<file path="src/rtl/root_dispatch.sv">
// Request scheduler for the fixed-point root engine: tagged request FIFO, one-in-flight issue FSM, tagged response port.
// Optional ROOT_DISPATCH_TIMEOUT_EN adds a WAIT watchdog that answers with rsp_err after TIMEOUT cycles.
module root_dispatch #(
  parameter int DEPTH   = 4,
  parameter int TAG_W   = 4,
  parameter int TIMEOUT = 1023
) (
  input  logic             clk,
  input  logic             rst_n,
  input  logic             req_valid,
  output logic             req_ready,
  input  logic [9:0]       req_radicand,
  input  logic [2:0]       req_exp,
  input  logic [TAG_W-1:0] req_tag,
  output logic             root_in_valid,
  output logic [9:0]       root_in_data_1,
  output logic [2:0]       root_in_data_2,
  input  logic             root_out_valid,
  input  logic [19:0]      root_out_data,
  output logic             rsp_valid,
  input  logic             rsp_ready,
  output logic [19:0]      rsp_data,
  output logic [TAG_W-1:0] rsp_tag,
  output logic             rsp_err
);

  localparam int AW = $clog2(DEPTH);
  localparam logic [AW:0] FULL_CNT = (AW+1)'(DEPTH);

  typedef enum logic [1:0] {IDLE, ISSUE, WAIT, RESP} state_e;

  state_e           state_q, state_d;
  logic [9:0]       fifo_rad_q [DEPTH];
  logic [2:0]       fifo_exp_q [DEPTH];
  logic [TAG_W-1:0] fifo_tag_q [DEPTH];
  logic [AW-1:0]    wr_ptr_q, rd_ptr_q;
  logic [AW:0]      count_q;
  logic             push, pop;

  logic [9:0]       op_rad_q, op_rad_d;
  logic [2:0]       op_exp_q, op_exp_d;
  logic [19:0]      rsp_data_q, rsp_data_d;
  logic [TAG_W-1:0] rsp_tag_q, rsp_tag_d;
  logic             rsp_err_q, rsp_err_d;

  logic [2:0]       head_exp;
  logic [TAG_W-1:0] head_tag;

  assign req_ready = (count_q != FULL_CNT);
  assign push      = req_valid && req_ready;
  assign head_exp  = fifo_exp_q[rd_ptr_q];
  assign head_tag  = fifo_tag_q[rd_ptr_q];

  always_ff @(posedge clk or negedge rst_n) begin
    if (!rst_n) begin
      // NOTE: storage is cleared along with the pointers so every flop comes out of reset known.
      for (int i = 0; i < DEPTH; i++) begin
        fifo_rad_q[i] <= '0;
        fifo_exp_q[i] <= '0;
        fifo_tag_q[i] <= '0;
      end
      wr_ptr_q <= '0;
      rd_ptr_q <= '0;
      count_q  <= '0;
    end else begin
      if (push) begin
        fifo_rad_q[wr_ptr_q] <= req_radicand;
        fifo_exp_q[wr_ptr_q] <= req_exp;
        fifo_tag_q[wr_ptr_q] <= req_tag;
        wr_ptr_q             <= wr_ptr_q + 1'b1;
      end
      if (pop) rd_ptr_q <= rd_ptr_q + 1'b1;
      if (push && !pop)      count_q <= count_q + 1'b1;
      else if (pop && !push) count_q <= count_q - 1'b1;
    end
  end

`ifdef ROOT_DISPATCH_TIMEOUT_EN
  localparam int CW = ($clog2(TIMEOUT + 1) > 10) ? $clog2(TIMEOUT + 1) : 10;
  localparam logic [CW-1:0] TO_LAST = CW'(TIMEOUT - 1);
  logic [CW-1:0] wait_cnt_q, wait_cnt_d;
`endif

  always_comb begin
    // NOTE: every _d gets its hold value first, so no branch can infer a latch.
    state_d    = state_q;
    pop        = 1'b0;
    op_rad_d   = op_rad_q;
    op_exp_d   = op_exp_q;
    rsp_data_d = rsp_data_q;
    rsp_tag_d  = rsp_tag_q;
    rsp_err_d  = rsp_err_q;
`ifdef ROOT_DISPATCH_TIMEOUT_EN
    wait_cnt_d = wait_cnt_q;
`endif
    unique case (state_q)
      IDLE: begin
        // A lingering second strobe cycle must drain before the next start.
        if ((count_q != '0) && !root_out_valid) begin
          state_d  = ISSUE;
          op_rad_d = fifo_rad_q[rd_ptr_q];
          op_exp_d = head_exp;
        end
      end
      ISSUE: begin
`ifdef ROOT_DISPATCH_TIMEOUT_EN
        wait_cnt_d = '0;
`endif
        if (head_exp == '0) begin
          rsp_err_d  = 1'b1;
          rsp_data_d = '0;
          rsp_tag_d  = head_tag;
          pop        = 1'b1;
          state_d    = RESP;
        end else begin
          state_d = WAIT;
        end
      end
      WAIT: begin
        if (root_out_valid) begin
          rsp_err_d  = 1'b0;
          rsp_data_d = root_out_data;
          rsp_tag_d  = head_tag;
          pop        = 1'b1;
          state_d    = RESP;
        end
`ifdef ROOT_DISPATCH_TIMEOUT_EN
        else if (wait_cnt_q == TO_LAST) begin
          rsp_err_d  = 1'b1;
          rsp_data_d = '0;
          rsp_tag_d  = head_tag;
          pop        = 1'b1;
          state_d    = RESP;
        end else begin
          wait_cnt_d = wait_cnt_q + 1'b1;
        end
`endif
      end
      RESP: begin
        if (rsp_ready) state_d = IDLE;
      end
      default: state_d = IDLE;
    endcase
  end

  always_ff @(posedge clk or negedge rst_n) begin
    if (!rst_n) begin
      state_q    <= IDLE;
      op_rad_q   <= '0;
      op_exp_q   <= '0;
      rsp_data_q <= '0;
      rsp_tag_q  <= '0;
      rsp_err_q  <= 1'b0;
`ifdef ROOT_DISPATCH_TIMEOUT_EN
      wait_cnt_q <= '0;
`endif
    end else begin
      // NOTE: clocked state uses <= only, so every flop samples pre-edge values.
      state_q    <= state_d;
      op_rad_q   <= op_rad_d;
      op_exp_q   <= op_exp_d;
      rsp_data_q <= rsp_data_d;
      rsp_tag_q  <= rsp_tag_d;
      rsp_err_q  <= rsp_err_d;
`ifdef ROOT_DISPATCH_TIMEOUT_EN
      wait_cnt_q <= wait_cnt_d;
`endif
    end
  end

  assign root_in_valid  = (state_q == ISSUE) && (op_exp_q != '0);
  assign root_in_data_1 = op_rad_q;
  assign root_in_data_2 = op_exp_q;
  assign rsp_valid      = (state_q == RESP);
  assign rsp_data       = rsp_data_q;
  assign rsp_tag        = rsp_tag_q;
  assign rsp_err        = rsp_err_q;

endmodule

</file>
<file path="config.mk">
export PLATFORM = sky130hd
export DESIGN_NAME = root_dispatch
export DESIGN_NICKNAME = d
export VERILOG_FILES = /design/src/rtl/root_dispatch.sv
export SDC_FILE = /design/constraint.sdc
export NUM_CORES = 1
export LEC_CHECK = 0
export ABC_AREA = 1
export BUFFER_PORTS_ARGS = -buffer_cell sky130_fd_sc_hd__buf_2
export CAP_MARGIN = 40
export CORE_MARGIN = 2
export CORE_UTILIZATION = 45
export DETAILED_ROUTE_END_ITERATION = 8
export PLACE_DENSITY = 0.66
export SETUP_SLACK_MARGIN = 0.5
export SLEW_MARGIN = 30
export SYNTH_ARGS = -nofsm -noshare
export SYNTH_HDL_FRONTEND = slang
export SYNTH_SLANG_ARGS = --single-unit
</file>
<file path="constraint.sdc">
create_clock -name clk -period 2.95 [get_ports clk]
set_input_delay 0.4425 -clock clk [delete_from_list [all_inputs] [get_ports clk]]
set_output_delay 0.4425 -clock clk [all_outputs]
set_load 0.005 [all_outputs]
</file>
==> flow_summary.json, run 1 <==
{
  "status": "finished, final reports clean",
  "clock_path_buffers": 2,
  "clk_latency_ns": 0.51,
  "wl_um": 11900,
  "vias_per_cell": 5.12,
  "place.gp.congestion": 0.838,
  "fmax_mhz": 440,
  "worstReg2RegStart": "rd_ptr_q[1]",
  "area_growth_pct": 24.9,
  "tns_ns": 0,
  "yosysUniqueCellTypes": 23,
  "yosysTopAreaCell": "dfrtp_1",
  "antenna_left": 0,
  "irDropWorstVdd_mv": 0.433,
  "mostFrequentLayoutCells": "nand2_1, dfrtp_1, o21ai_0",
  "worstHoldPathCells": 3,
  "portBuffers": 82,
  "fin_skew_ns": 0.00799,
  "clock-sinks": 115,
  "boundaryPins": 83,
  "rsz0062_at_grt": "no",
  "grt_pass1_wl_um": 19400,
  "die_height_um": 110,
  "diodes": 0,
  "place_inst": 782,
  "final_common_cell": "nand2_1",
  "required_ns": 3.34,
  "p_seq_frac": 0.367,
  "syn_inst": 578,
  "cts_root_buf": "clkbuf_8",
  "power.density_nw_per_um2": 1160,
  "synth_seq_cells": 115,
  "p_leak_uw": 0.00332,
  "clk_pin_slew_worst_paths_ns": 0.05,
  "critPathMaxFanout": 19,
  "die_area_um2": 12000,
  "vias": 4200,
  "drc": 0,
  "p_int_uw": 4600,
  "fillers": 962,
  "hold_viol_final": 0,
  "htreeDepth": 4,
  "drive_gt1_frac": 0.206,
  "wire_per_inst_um": 14.5,
  "track_usage": 0.212,
  "drtIter0Drc": 292,
  "fin_nets": 724,
  "syn-mean-instance-area_um2": 8.67,
  "first_pass_iters": 5,
  "clockPowerShare": 0.270,
  "synth.net_count": 631,
  "end_kind": "flop",
  "min_path_type": "in -> reg",
  "antenna_found_initial": 0,
  "die_w_um": 110,
  "netlist.area_leader.share": 0.574,
  "synth_area_um2": 5010,
  "netSwitchingPower_uw": 2660,
  "yosysSeqAreaShare": 0.574,
  "reg2reg_depth": 12,
  "dpl.hpwl_um": 7430,
  "critPathKind": "reg -> reg",
  "slew_violations": 0,
  "hp-start": "root_out_data[18]",
  "gr-total-overflow": 0,
  "grt_max_degree": 52,
  "synth_area_leaders": "dfrtp_1, nand2_1, o21ai_0",
  "finalSetupViolCount": 0,
  "cts_buffers": 17,
  "worst_pin_slew_ns": 0.655,
  "instances_no_fill": 820,
  "min_period_ns": 2.27,
  "yosys_warnings": 0,
  "first_global_vias": 4058,
  "start_util": 0.462,
  "crit_path_start_kind": "flop",
  "std_cell_rows": 38,
  "rr_endpoint": "count_q[2]",
  "hold_end": "rsp_data[18]",
  "arrival_ns": 2.66,
  "cts_tree": "done",
  "cap_violations": 0,
  "multi_input_area_um2": 1860,
  "slew_headroom": 0.563,
  "register_area_um2": 2880,
  "combPwrFrac": 0.364,
  "core_um2": 10800,
  "reg2reg_setup_slack_ns": 0.68,
  "swShare": 0.366,
  "period_share": 0.770
}
## Yosys cell counts, drive strengths merged
master and n:
clkbuf 21, nand3 35, o22ai 14, dfrtp 115, buf 8, xnor2 1
clkinv 1, nor2 32, nand2 190, nor3 1, fa 1, o21ai 107
ha 10, inv 37, a21oi 2, xor2 3
## worst max-delay path, stage by stage (launching register included)
cell and delay (ns):
dfrtp_1 0.40, buf_4 0.22, nand3_1 0.10, nand2_1 0.09, nand2_2 0.12, o21ai_2 0.08, nand2_1 0.12, ha_1 0.17
inv_1 0.07, fa_1 0.38, a21oi_1 0.15, o21ai_1 0.09, xor2_1 0.15
## layout make-up
cell class,instances,area share
clock inverter,5,0.0120
clock buffer,23,0.0794
tap,140,0.0280
timing repair buffer,102,0.0984
inverter,38,0.0246
multi-input combinational,396,0.297
timing repair inverter,1,0.00100
sequential,115,0.460
## power by group through the flow
| stage | Combinational [µW] | Clock (µW) | Sequential, µW |
|---|---|---|---|
| detailed placement | 2450 | 0 | 2660 |
| global placement | 2360 | 0 | 2620 |
| floorplan | 1750 | 0 | 2590 |
| global route | 3030 | 2070 | 2750 |
| CTS | 2560 | 1990 | 2670 |
| finish | 2640 | 1960 | 2660 |
## sequential cells by signal (all words and copies together), names as in the netlist
name and cells:
count_q 3, fifo_exp_q 12, fifo_rad_q 40, fifo_tag_q 16, rd_ptr_q 2, root_in_data_1 10
root_in_data_2 3, rsp_data 20, rsp_err 1, rsp_tag 4, state_q 2, wr_ptr_q 2
## kinds of logic (layout without fill, tap and decap cells)
family                     Yosys count  after routing  synth area share
DFF                                115            115             0.574
xor gates and xnor gates             4              4           0.00699
AOI/OAI and AO/OA                  123            123             0.129
adders and majority gates           11             11            0.0290
and+or+nand+nor                    258            258             0.204
buffers and inverters               67            169            0.0567
## layer usage
metal  global-route usage  vias up  share of wire
met5                    0        -              0
met4               0.0651        0         0.0055
met3               0.0628        7          0.068
met2                0.342      142           0.47
met1                0.277     1990           0.46
li1                     -     2061              -
## what timing repair did
| item | 4_1_cts | 5_1_grt |
|---|---|---|
| hold buffers | 1 | 0 |
| gates cloned | 2 | 0 |
| setup buffers | 0 | 7 |
| setup endpoints to repair | 2 | 2 |
| pin swaps | 0 | 1 |
| hold endpoints to repair | 48 | 0 |
| gates resized for setup | 7 | 4 |
## metrics by stage
step | cell area (µm²) | power, µW | util | worst slack (ns) | hold WS, ns
floorplan | 5010 | 4340 | - | 0.806 | 0.147
global placement | 5550 | 4990 | 0.512 | 0.434 | 0.448
detailed placement | 5560 | 5100 | 0.513 | 0.372 | 0.454
CTS | 6200 | 7220 | 0.572 | 0.502 | 0.151
global route | 6260 | 7840 | 0.577 | 0.495 | 0.158
finish | 6260 | 7260 | 0.577 | 0.679 | 0.161
## worst max path at each step
stage	slack, ns	to	cells past startpoint	startpoint
finish	0.68	count_q[2]	12	rd_ptr_q[1]
global route	0.50	count_q[2]	12	rd_ptr_q[1]
CTS	0.50	count_q[2]	13	rd_ptr_q[0]
detailed placement	0.37	count_q[2]	13	rd_ptr_q[0]
global placement	0.43	count_q[2]	13	rd_ptr_q[0]
floorplan	0.81	count_q[2]	14	rd_ptr_q[0]
Power figures use the tool's default switching activity.
==> run 2: changes to the inputs <==
Clock period 2.95 ns to 2.3 ns, I/O delays scaled along.
==> flow_summary.json, run 2 (synthesis gave the netlist of run 1 again) <==
{
  "cts_tree": "done",
  "register_area_um2": 2880,
  "clockPowerShare": 0.245,
  "core_um2": 10800,
  "hp-start": "root_out_data[17]",
  "critPathMaxFanout": 5,
  "fin_skew_ns": 0.0106,
  "vias": 4491,
  "irDropWorstVdd_mv": 0.685,
  "worstPathCellList": "buf_6, nand2_2, nand3_2, nand2_2, nand2_4, o21ai_4, nand2_2, ha_4, inv_4, fa_2, nor2_2, a21oi_2",
  "worstReg2RegStart": "rd_ptr_q[0]",
  "min_period_ns": 2.16,
  "antenna_found_initial": 0,
  "clk_latency_ns": 0.52,
  "arrival_ns": 2.56,
  "finalSetupViolCount": 0,
  "vias_per_cell": 5.22,
  "place.gp.congestion": 0.858,
  "cts_buffers": 17,
  "power.total_uw": 11000,
  "gr-total-overflow": 0,
  "first_global_vias": 4310,
  "wl_um": 13700,
  "clock_path_buffers": 2,
  "fin_ws_ns": 0.138,
  "crit_path_start_kind": "flop",
  "top_register": "fifo_rad_q",
  "drtIter0Drc": 329,
  "netSwitchingPower_uw": 4190,
  "worst_pin_slew_ns": 0.521,
  "fmax_mhz": 462,
  "grt_max_degree": 41,
  "status": "finished, final reports clean",
  "period_share": 0.940,
  "rr_endpoint": "count_q[1]",
  "clk_pin_slew_worst_paths_ns": 0.06,
  "cts_root_buf": "clkbuf_8",
  "drive_gt1_frac": 0.344,
  "die_height_um": 110,
  "std_cell_rows": 38,
  "postLayoutCoreUtil": 0.643,
  "rsz0062_at_grt": "yes",
  "critPathCapture": "count_q[1]",
  "boundaryPins": 83,
  "drc": 0,
  "end_kind": "flop",
  "htreeDepth": 4,
  "reg2reg_depth": 12,
  "p_seq_frac": 0.317,
  "crit_start": "rd_ptr_q[0]",
  "portBuffers": 82,
  "start_util": 0.462,
  "grt_pass1_wl_um": 20800,
  "slew_headroom": 0.652,
  "dpl.hpwl_um": 7740,
  "p_leak_uw": 0.00358,
  "critPathKind": "reg -> reg",
  "largest_reg_flops": 40,
  "worst_path_most_repeated_cell": "nand2_2",
  "hold_viol_final": 0,
  "fillers": 861,
  "wire_per_inst_um": 16.0,
  "die_w_um": 110,
  "multi_input_area_um2": 2230,
  "diodes": 0,
  "area_growth_pct": 39.1,
  "dpl_worst_slack_ns": 0.0598,
  "cpMaxStageDelayCell": "dfrtp_2",
  "mostFrequentLayoutCells": "nand2_1, dfrtp_1, o21ai_0",
  "die_area_um2": 12000,
  "tns_ns": 0,
  "first_pass_iters": 7,
  "reg2reg_setup_slack_ns": 0.14,
  "clock-sinks": 115,
  "fin_nets": 760,
  "cap_violations": 0,
  "swShare": 0.382,
  "min_path_type": "in -> reg",
  "combPwrFrac": 0.438,
  "final_common_cell": "nand2_1",
  "slowest_delay_ns": 0.45,
  "p_int_uw": 6770,
  "power.density_nw_per_um2": 1570,
  "track_usage": 0.228,
  "slew_violations": 0,
  "antenna_left": 0,
  "required_ns": 2.70
}
==> run 2: how the worst min path moves through the flow <==
stage,to,slack (ns),depth (start not counted)
6_report,rsp_data[17],0.05,3
5_1_grt,rsp_data[1],0.04,3
4_1_cts,rsp_data[17],0.04,3
3_5_place_dp,rsp_data[18],0.34,1
3_3_place_gp,rsp_data[16],0.33,1
2_1_floorplan,count_q[0],0.05,0
==> run 2: stage by stage <==
| stage | cell area, µm² | hold WS [ns] | cells |
|---|---|---|---|
| floorplan | 5020 | 0.0494 | 578 |
| global placement | 5620 | 0.331 | 788 |
| detailed placement | 5620 | 0.336 | 788 |
| CTS | 6500 | 0.0388 | 844 |
| global route | 6970 | 0.0382 | 860 |
| finish | 6970 | 0.0476 | 860 |
==> run 2: layout make-up <==
| class | instances | area share |
|---|---|---|
| multi-input cells | 399 | 0.320 |
| clock buffers | 21 | 0.0645 |
| well taps | 140 | 0.0251 |
| flip-flops and latches | 115 | 0.414 |
| repair buffers | 136 | 0.133 |
| inverters | 38 | 0.0217 |
| clock inverters | 11 | 0.0226 |
==> run 2: power by group through the flow <==
stage	Combinational (µW)	Sequential, µW	Clock, µW
after detailed placement	3270	3420	0
final	4800	3480	2680
after floorplan	2270	3320	0
after global routing	5300	3570	2830
after global placement	3160	3390	0
after CTS	3770	3420	2720
==> run 2: routing by layer <==
metal  GRT usage  share of wire  up-vias
li1            -              -     2138
met1       0.293           0.42     2154
met2       0.368           0.50      166
met3      0.0587          0.058       33
met4      0.0967          0.030        0
met5           0              0        -
==> run 2: timing repair <==
item,4_1_cts,5_1_grt
endpoints found under the setup margin,28,34
setup buffers,22,11
pin swaps,17,29
cloned,1,5
endpoints found under the hold margin,35,0
hold buffers,1,0
gates resized for setup,26,71
==> run 2: worst max-delay path: cells and delay by family (launching register included) <==
family                   cells  cell delay [ns]
AND/OR/NAND/NOR              6             0.55
AO/OA/AOI/OAI                2             0.22
adder cells (fa/ha/maj)      2             0.60
buffers and inverters        2             0.21
flip-flops                   1             0.45
